==> config.mk <==
export PLATFORM = sky130hd
export DESIGN_NAME = tape_pulse_player
export DESIGN_NICKNAME = d
export VERILOG_FILES = /design/src/rtl/tape_pulse_player.sv
export SDC_FILE = /design/constraint.sdc
export NUM_CORES = 1
export LEC_CHECK = 0
export BUFFER_PORTS_ARGS = -buffer_cell sky130_fd_sc_hd__buf_4
export CAP_MARGIN = 20
export CORE_ASPECT_RATIO = 1.1
export CORE_MARGIN = 1
export CORE_UTILIZATION = 50
export CTS_CLUSTER_SIZE = 8
export DETAILED_ROUTE_END_ITERATION = 12
export PLACE_DENSITY = 0.75
export SYNTH_ARGS = -nofsm -noshare
export SYNTH_HDL_FRONTEND = slang
export SYNTH_SLANG_ARGS = --single-unit
==> constraint.sdc <==
create_clock -name clk -period 5.6 [get_ports clk]
set_clock_uncertainty 0.05 [all_clocks]
set_input_delay 0.84 -clock clk [delete_from_list [all_inputs] [get_ports clk]]
set_output_delay 0.84 -clock clk [all_outputs]
set_load 0.03 [all_outputs]
==> src/rtl/tape_pulse_player.sv <==
// Drains the tape FIFO as 16-bit little-endian pulse durations and rebuilds
// the EAR square wave by toggling a level after each duration expires.
module tape_pulse_player #(
  parameter int unsigned TICK_DIV = 123
) (
  input  logic       clk,
  input  logic       reset,
  input  logic       enable,
  input  logic       fifo_empty,
  input  logic [7:0] fifo_q,
  output logic       fifo_rd,
  output logic       ear_out,
  output logic       busy,
  output logic       underrun,
  output logic       block_done
);

  typedef enum logic [2:0] {
    S_IDLE,
    S_RD_LO,
    S_CAP_LO,
    S_RD_HI,
    S_CAP_HI,
    S_COUNT
  } state_t;

  localparam logic [7:0] PSC_LAST = 8'(TICK_DIV - 1);

  state_t      r_state;
  state_t      w_next;
  logic [7:0]  r_dur_lo;
  logic [15:0] r_cnt;
  logic [7:0]  r_psc;
  logic        r_ear;
  logic        r_done;
  logic        w_rd;
  logic        w_underrun;
  logic [15:0] w_dur;
  logic        w_end_marker;

  assign w_dur        = {fifo_q, r_dur_lo};
  assign w_end_marker = (w_dur == 16'h0000);

  // Handshake: fifo_rd is a single-cycle strobe issued only while the FIFO
  // reports data; the byte it fetches is captured on the following cycle.
  always_comb begin
    w_next     = r_state;
    w_rd       = 1'b0;
    w_underrun = 1'b0;
    case (r_state)
      S_IDLE: begin
        if (enable && !fifo_empty) w_next = S_RD_LO;
      end
      S_RD_LO: begin
        if (enable && !fifo_empty) begin
          w_rd   = 1'b1;
          w_next = S_CAP_LO;
        end else if (enable) begin
          w_underrun = 1'b1;
        end
      end
      S_CAP_LO: w_next = S_RD_HI;
      S_RD_HI: begin
        if (enable && !fifo_empty) begin
          w_rd   = 1'b1;
          w_next = S_CAP_HI;
        end else if (fifo_empty) begin
          w_underrun = 1'b1;
        end
      end
      S_CAP_HI: w_next = w_end_marker ? S_IDLE : S_COUNT;
      S_COUNT: begin
        if (enable && (r_psc == PSC_LAST) && (r_cnt == 16'd1)) w_next = S_RD_LO;
      end
      default: w_next = S_IDLE;
    endcase
  end

  always_ff @(posedge clk) begin
    if (reset) begin
      r_state  <= S_IDLE;
      r_dur_lo <= 8'd0;
      r_cnt    <= 16'd0;
      r_psc    <= 8'd0;
      r_ear    <= 1'b0;
      r_done   <= 1'b0;
    end else begin
      r_state <= w_next;
      r_done  <= 1'b0;
      case (r_state)
        S_CAP_LO: r_dur_lo <= fifo_q;
        S_CAP_HI: begin
          if (w_end_marker) begin
            r_ear  <= 1'b0;
            r_done <= 1'b1;
          end else begin
            r_cnt <= w_dur;
            r_psc <= 8'd0;
          end
        end
        S_COUNT: begin
          // Pausing freezes both the prescaler and the tick counter.
          if (enable) begin
            if (r_psc == PSC_LAST) begin
              r_psc <= 8'd0;
              r_cnt <= r_cnt - 16'd1;
              if (r_cnt == 16'd1) r_ear <= ~r_ear;
            end else begin
              r_psc <= r_psc + 8'd1;
            end
          end
        end
        default: ;
      endcase
    end
  end

  assign fifo_rd    = w_rd & ~reset;
  assign underrun   = w_underrun & ~reset;
  assign busy       = (r_state != S_IDLE);
  assign ear_out    = r_ear;
  assign block_done = r_done;

endmodule
==> results.cfg <==
[status]
outcome = finished, final reports clean

[placement]
post_dp_cell_area_um2 = 2250
gp_congestion = 0.829
place_hpwl_um = 3490
port_buffers = 16

[setup_path]
path_cells = buf_4 -> inv_1 -> nand3b_1 -> nor2_1 -> buf_4
cpMostUsedCell = buf_4
r2r_end = r_cnt[4]
end_kind = output pin
start_kind = input pin
critPathSlowestCell = inv_1
crit_type = input pin to output pin
regToRegSetupSlack_ns = 3.06
reg2regPathDepth = 6
required_ns = 4.71
cp.arrival_ns = 2.02
slowest_delay_ns = 0.49
crit_family = buffers and inverters
r2r_start = r_psc[0]
critPathBufInv = 3
worstPathMaxFanout = 33

[timing]
rsz0062_at_grt = no
max-slew-margin-rel_pct = 29.5
layout_min_cycle_time_ns = 2.91
max_freq_ghz = 0.344
worst_pin_slew_ns = 1.05
setup_tns_ns = 0
hold_viol_final = 0
period_share_pct = 52.0
setup_viol = 0
hold_slack_ns = 0.431
drv_slew = 0

[drt]
wl_met3_um = 264
post_drt_wl_per_cell_um = 16.2
first_pass_iters = 4
top_layer_used = met4
vias = 2102
drcViolationCount = 0
routed_wl_um = 5280
wl_met2_um = 2420
met1_length_um = 2480
routed_via_density = 6.43
detail-route-antenna-nets = 0
drt_iter0_drc = 234

[synthesis]
synth_common_cells = 37 x dfxtp_1, 33 x nor2_1, 20 x clkbuf_1
synth_cell_types = 44
synth_top_family_by_area = compound AO/OA/AOI/OAI gates
synth_top_area_share_pct = 34.8
yosys.area_share.simple_pct = 26.5
ys_warn_count = 0
ys.flop_type = dfxtp_1
synth_cells = 271
ys_seq_elements = 37
synth_top_cells_by_area = dfxtp_1 35%, nor2_1 5.8%, o31ai_1 4.9%
synth_fa_ha_area_share_pct = 2.35
yosysMostFrequentCell = dfxtp_1
synth_edf_count = 0
synth.largest_area_cell = dfxtp_1
synth-xor-area-share_pct = 0
yosysSeqAreaShare_pct = 34.8
synth.cell_area_um2 = 2130
avgSynthCellArea_um2 = 7.86
synth_compound_area_share_pct = 27.1
synthesis.nets = 287
synthMuxAreaShare_pct = 4.23
synthArstFlopShare_pct = 0

[power]
ir_drop_v = 0.000144
p_leak_nw = 0.812
powerDensity_nw_per_um2 = 381

[global_route]
grt_first_pass_wirelength_um = 9140
overflow = 0
grt_pass1_vias = 1952
grt_max_degree = 40
track_usage_pct = 26.2
antenna_found_initial = 0

[die]
die_x_um = 64.2
top_level_ports = 17
core_area_um2 = 4020
die_h_um = 70.4
rows = 24
dieArea_um2 = 4520
initial_core_util_pct = 52.9

[finish]
post_route_cells_drive_above_1_share_pct = 11.6
n_fill_cell = 395
fin_area_um2 = 2350
insertedDiodeCount = 0
syn2layout_area_growth_pct = 10.4
fin_nets = 290

[clocking]
ctsResizeCount = 0
postCtsSetupRepairBufs = 0
cts_buffers = 5
postCtsHoldBufs = 0
cts.path.max_buffers = 2
clk-insertion-delay-late_ns = 0.30
tritoncts = done
clock_sinks = 37
cts-root-buf = clkbuf_8
cts-htree-levels = 2
cts.clk_slew.worst_paths_ns = 0.08

[worst_hold_path]
whs_path_depth = 2
hp-class = flop to flop
min_from = r_cnt[10]
whs_endpoint = r_cnt[10]

[run]
max-cap-violations = 0
-- logic make-up (layout without fill, tap and decap cells) --
family / after synthesis / count (layout)
buffers and inverters: 28 / 32
AO/OA/AOI/OAI: 84 / 84
AND/OR/NAND/NOR: 109 / 109
multiplexers: 9 / 9
adder cells (fa/ha/maj): 4 / 4
flip-flops: 37 / 37
-- state kept, by name (all words and copies together), names as in the netlist --
name        count
ear_out         1
r_dur_lo        8
block_done      1
r_cnt          16
r_psc           8
r_state         3
-- metal layers --
metal,up-vias,global-route usage (%)
met5,-,0
met4,0,16.8
met3,11,5.23
met2,64,37.5
met1,995,35.4
li1,1032,-
-- layout make-up --
cell class                      instances  area (um^2)  share of cell area (%)
Clock buffer                            7         96.3                    4.10
Clock inverter                          1         5.00                   0.213
Inverter                                6         22.5                   0.958
Multi-Input combinational cell        206         1290                    54.7
Sequential cell                        37          741                    31.5
Tap cell                               52         65.1                    2.77
Timing Repair Buffer                   18          135                    5.75
-- report_power, final --
group,switching [mW],internal [mW]
logic,0.204,0.130
clock network,0.0999,0.111
registers,0.0531,0.297
total,0.357,0.538
-- worst max path at each step --
stage / to / start / cells after the start
2_1_floorplan: underrun / reset / 5
3_3_place_gp: r_cnt[9] / fifo_q[1] / 6
3_5_place_dp: underrun / reset / 5
4_1_cts: underrun / reset / 5
5_1_grt: fifo_rd / reset / 5
6_report: underrun / reset / 5
-- per-stage QoR --
stage	worst slack (ns)	utilization, %	std cells	power (mW)
after global routing	2.51	58.4	327	0.958
after CTS	2.69	58.4	327	0.892
after floorplan	2.84	-	271	0.604
final	2.69	58.4	327	0.896
after detailed placement	2.69	55.9	319	0.685
after global placement	2.68	55.9	319	0.681
-- tightest hold or removal path: stages, from the launching register on --
cell     delay (ns)
dfxtp_1        0.32
o31ai_1        0.06
a21oi_1        0.06
-- placed cells by master, fill, tap and decap left out, drive strengths merged, types with 5 or more instances in the layout --
cell type and instances:
inv 6, mux2i 9, nor3 12, o311ai 10, clkbuf 7, nand2 18, a21oi 19, o211ai 5
dfxtp 37, o31ai 14, o21ai 13, nor2 33, a31oi 5, buf 18, nor4 10
(Power assumes the default switching activity.)
